<file path="src/rtl/ps2_key_decoder.sv">
// PS/2 set-2 scan-code decoder: tracks held levels of ten game keys
// and handshakes each byte with the keyboard receiver.
module ps2_key_decoder #(
  parameter int unsigned PREFIX_TIMEOUT = 1000000
) (
  input  logic       clock50,
  input  logic       resetn,
  input  logic       scan_ready,
  input  logic [7:0] scan_code,
  output logic       read,
  output logic [9:0] key_state,
  output logic       key_event,
  output logic [7:0] last_code
);

  typedef enum logic [1:0] {
    IDLE,
    ACK,
    WAIT_LOW
  } state_t;

  localparam logic [23:0] TMO = 24'(PREFIX_TIMEOUT);

  state_t      state;
  logic        ext;
  logic        brk;
  logic [23:0] timer;
  logic [23:0] timer_next;
  logic [9:0]  key_mask;
  logic [9:0]  keys_next;
  logic        accept;
  logic        is_e0;
  logic        is_f0;
  logic        pending;

  assign accept     = (state == IDLE) && scan_ready;
  assign is_e0      = (scan_code == 8'hE0);
  assign is_f0      = (scan_code == 8'hF0);
  assign pending    = ext || brk;
  assign timer_next = timer + 24'd1;

  // Only one bit can be hit; E0-prefixed and plain codes use separate tables.
  always_comb begin
    key_mask = '0;
    if (!ext) begin
      case (scan_code)
        8'h1D:   key_mask[0] = 1'b1;
        8'h1C:   key_mask[1] = 1'b1;
        8'h1B:   key_mask[2] = 1'b1;
        8'h23:   key_mask[3] = 1'b1;
        8'h29:   key_mask[8] = 1'b1;
        8'h14:   key_mask[9] = 1'b1;
        default: key_mask    = '0;
      endcase
    end else begin
      case (scan_code)
        8'h75:   key_mask[4] = 1'b1;
        8'h72:   key_mask[5] = 1'b1;
        8'h6B:   key_mask[6] = 1'b1;
        8'h74:   key_mask[7] = 1'b1;
        default: key_mask    = '0;
      endcase
    end
  end

  always_comb begin
    if (brk) begin
      keys_next = key_state & ~key_mask;
    end else begin
      keys_next = key_state | key_mask;
    end
  end

  always_ff @(posedge clock50 or negedge resetn) begin
    if (!resetn) begin
      state     <= IDLE;
      read      <= 1'b0;
      key_event <= 1'b0;
      key_state <= '0;
      last_code <= '0;
      ext       <= 1'b0;
      brk       <= 1'b0;
      timer     <= '0;
    end else begin
      read      <= 1'b0;
      key_event <= 1'b0;
      case (state)
        IDLE: begin
          if (scan_ready) begin
            last_code <= scan_code;
            timer     <= '0;
            read      <= 1'b1;
            state     <= ACK;
            if (is_e0) begin
              ext <= 1'b1;
            end else if (is_f0) begin
              brk <= 1'b1;
            end else begin
              key_state <= keys_next;
              key_event <= (keys_next != key_state);
              ext       <= 1'b0;
              brk       <= 1'b0;
            end
          end
        end
        ACK: begin
          state <= WAIT_LOW;
        end
        WAIT_LOW: begin
          if (!scan_ready) begin
            state <= IDLE;
          end
        end
        default: begin
          state <= IDLE;
        end
      endcase
      // A byte accepted this cycle wins over an expiring prefix.
      if (!accept && pending) begin
        if (timer_next == TMO) begin
          ext   <= 1'b0;
          brk   <= 1'b0;
          timer <= '0;
        end else begin
          timer <= timer_next;
        end
      end
    end
  end

endmodule
</file>
<file path="config.mk">
export PLATFORM = sky130hd
export DESIGN_NAME = ps2_key_decoder
export DESIGN_NICKNAME = d
export VERILOG_FILES = /design/src/rtl/ps2_key_decoder.sv
export SDC_FILE = /design/constraint.sdc
export NUM_CORES = 1
export LEC_CHECK = 0
export ABC_AREA = 1
export BUFFER_PORTS_ARGS = -buffer_cell sky130_fd_sc_hd__buf_4
export CORE_MARGIN = 2
export CORE_UTILIZATION = 55
export CTS_BUF_LIST = sky130_fd_sc_hd__clkbuf_8
export CTS_CLUSTER_SIZE = 10
export DETAILED_ROUTE_END_ITERATION = 7
export PLACE_DENSITY = 0.75
export SLEW_MARGIN = 30
export SYNTH_ARGS = -nofsm -noshare
export SYNTH_HDL_FRONTEND = slang
export SYNTH_SLANG_ARGS = --single-unit
</file>
<file path="constraint.sdc">
create_clock -name clock50 -period 1.6 [get_ports clock50]
set_input_delay 0.32 -clock clock50 [delete_from_list [all_inputs] [get_ports clock50]]
set_output_delay 0.32 -clock clock50 [all_outputs]
set_load 0.005 [all_outputs]
</file>
==> impl_metrics.csv <==
group,metric,value,unit
clock_network,postCtsHoldBufs,0,
grt,track_usage,28.9,%
detailed_routing,drt-wirelength-per-cell,13.6,um
power,p_sw,0.00110,W
synth,syn_area,3130,um^2
detailed_routing,vias,3398,
power,p_int,0.00234,W
status,violations,"negative setup slack",
clock_network,clk_path_buf_depth,2,
power,clkPwrFrac,26.4,%
final_layout,multi_input_area,1780,um^2
synth,synthSimpleGateAreaFrac,43.1,%
clock_network,cts_tree,"built",
power,ir_drop,0.708,mV
power,power,0.00343,W
synth,synth_area_leaders,"dfrtp_1, nand2_1, inv_1",
timing,max_slew.worst_pin.slew,611,ps
synth,synth_compound_area_share,8.80,%
synth,yosysSeqAreaShare,38.4,%
placed_design,gp_congestion,0.894,
final_layout,fin_cells,642,
final_layout,layout-drive-gt1-share,30.4,%
detailed_routing,drt-total-wl,8700,um
worst_setup_path,crit_type,"flop to flop",
clock_network,cts_root_buf,"clkbuf_8",
run,cap_viol_max_count,0,
worst_setup_path,path_max_fanout,4,
worst_setup_path,arrival,2210,ps
grt,grt_pass1_wl,14400,um
synth,synth_top_area_share,38.4,%
timing,slew_violations,0,
final_layout,final_nets,581,
grt,grt_max_degree,49,
worst_setup_path,r2r_slack,-410,ps
synth,synthTopCellsByCount,"nand2_1, inv_1, nor2_1",
die,start_util,56.8,%
final_layout,seq_area,1200,um^2
power,p_sw_share,31.9,%
timing,fmax,498,MHz
die,die_h,79.4,um
clock_network,path_clk_slew,100,ps
synth,syn_inst,464,
status,status,"finished with violations",
synth,synth.net_count,476,
die,dieWidth,79.4,um
timing,hold_ws,11.1,ps
die,fp.coreArea,5510,um^2
grt,antenna_found_initial,0,
synth,synth_seq_cells,48,
synth,synth_top_area_cell,"dfrtp_1",
synth,synth_cell_types,32,
placed_design,dp.final_hpwl,6190,um
min_path,hp-class,"primary input to asynchronous set/reset pin",
worst_setup_path,critPathRequiredTime,1800,ps
placed_design,dp.cells,626,
detailed_routing,ant_nets,0,
final_layout,n_antenna_cell,0,
timing,setup_violations,13,
power,comb_power_share,27.5,%
worst_setup_path,startpoint_type,"flop",
grt,grt_overflow,0,
grt,first_global_vias,3426,
timing,post-route-min-period,2010,ps
clock_network,cts_buffers,5,
synth,synth_xor_area_share,0.560,%
die,io-pin-count,31,
detailed_routing,drt_iter0_drc,226,
synth,synth.most_common_cell,"nand2_1",
detailed_routing,drc,0,
worst_setup_path,endpoint_kind,"flop",
synth,synthMuxAreaShare,0.360,%
timing,maxSlewHeadroom,59.3,%
synth,synth_edf_count,0,
synth,synthFlopType,"dfrtp_1",
clock_network,htreeDepth,2,
clock_network,insertion_delay,310,ps
synth,avgSynthCellArea,6.74,um^2
final_layout,fillers,419,
synth,synth_fa_ha_area_share,0.400,%
timing,min_period_over_period,126,%
synth,synth_top_family_by_area,"simple AND/OR/NAND/NOR gates",
detailed_routing,dr.pass1.iters,5,
placed_design,port_buffers,30,
synth,synthArstFlopShare,100,%
final_layout,syn_to_final_growth,35.0,%
timing,rsz0062_at_grt,"true",
die,die-area,6310,um^2
timing,postLayoutSetupSlackWorst,-410,ps
power,p_leak,2.11,nW
synth,yosys_warnings,0,
timing,finClkSkew,13.8,ps
power,power_density,813,nW/um^2
timing,finalHoldViolCount,0,
detailed_routing,viasPerCell,5.29,
die,num_rows,27,
clock_network,cts_sinks,48,
power,seq_power_share,46.1,%
-- state kept, by name (all words and copies together) (netlist names) --
signal	flops
ext	1
read	1
state	2
key_event	1
brk	1
last_code	8
timer	24
key_state	10
-- layer usage --
metal | GRT usage [%] | vias to the layer above | routed length, um
met4 | 9.83 | 0 | 140
li1 | - | 1695 | -
met3 | 4.41 | 15 | 490
met1 | 32.9 | 1579 | 3470
met5 | 0 | - | 0
met2 | 54.6 | 109 | 4600
-- path summary, 6_finish.rpt --
kind / startpoint / end / cells after the start
worst max-delay path: timer[1] / timer[1] / 13
worst min-delay path: resetn / timer[7] / 1
worst max register to register: timer[1] / timer[1] / 13
worst min register to register: last_code[4] / last_code[4] / 2
max in group asynchronous: resetn / key_state[6] / 1
min in group clock50: scan_ready / state[0] / 3
-- kinds of logic (layout without fill, tap and decap cells) --
kind of cell / after synthesis / after routing
xor+xnor: 2 / 2
simple gates: 291 / 292
mux: 1 / 1
compound gates: 52 / 52
fa+ha+maj: 1 / 1
buf+inv: 69 / 174
flops: 48 / 48
-- power groups by stage --
stage	sequential [W]	clock [W]	combinational, W
after detailed placement	0.00160	0	0.000936
after global routing	0.00161	0.000968	0.00106
after global placement	0.00159	0	0.000914
after floorplan	0.00159	0	0.000396
after CTS	0.00158	0.000928	0.000950
final	0.00158	0.000907	0.000943
-- through the flow --
stage / cell area (um^2) / setup TNS, ps / utilization, % / setup WS (ps)
after global routing: 4220 / -6220 / 76.7 / -532
after CTS: 4120 / -3850 / 74.8 / -358
final: 4220 / -4470 / 76.7 / -410
after floorplan: 3130 / -1470 / - / -136
after detailed placement: 3940 / -3960 / 71.6 / -366
after global placement: 3940 / -3020 / 71.6 / -280
-- critical path: stages, from the launching register on --
cell      delay (ps)
dfrtp_1          420
ha_4             180
nand2_4           60
nor2_4           160
buf_4            150
nand3_2           80
o21bai_1         150
nand2_1          100
nor2_2           120
nand2_2           80
nor2_4           170
nand2_2          110
nand2_1           70
nand2_1           50
-- what timing repair did --
action / 4_1_cts / 5_1_grt
buffers inserted: 4 / 3
setup endpoints to repair: 15 / 32
gates cloned: 0 / 1
pin swaps: 9 / 20
gates resized for setup: 11 / 24
-- layout make-up --
cell class / count / area share (%)
Sequential cell: 48 / 28.5
Tap cell: 72 / 2.13
Clock buffer: 5 / 1.63
Clock inverter: 3 / 1.01
Inverter: 60 / 5.36
Timing Repair Buffer: 106 / 19.2
Multi-Input combinational cell: 348 / 42.2
-- layout by cell type (no fill, tap or decap), types with 2 or more instances in the layout --
cell / n
a21oi_1: 4
a31oi_1: 2
buf_4: 104
clkbuf_8: 5
clkinv_2: 2
dfrtp_1: 48
inv_1: 55
inv_2: 4
nand2_1: 144
nand2_2: 18
nand2_4: 5
nand3_1: 34
nand3_2: 5
nand4_1: 13
nor2_1: 41
nor2_2: 10
nor2_4: 8
nor3_1: 7
nor3_4: 2
o211ai_1: 3
o21ai_0: 34
o21ai_1: 4
o21ai_2: 2
o22ai_1: 2
Note: power is estimated with default switching activity, not from simulation.
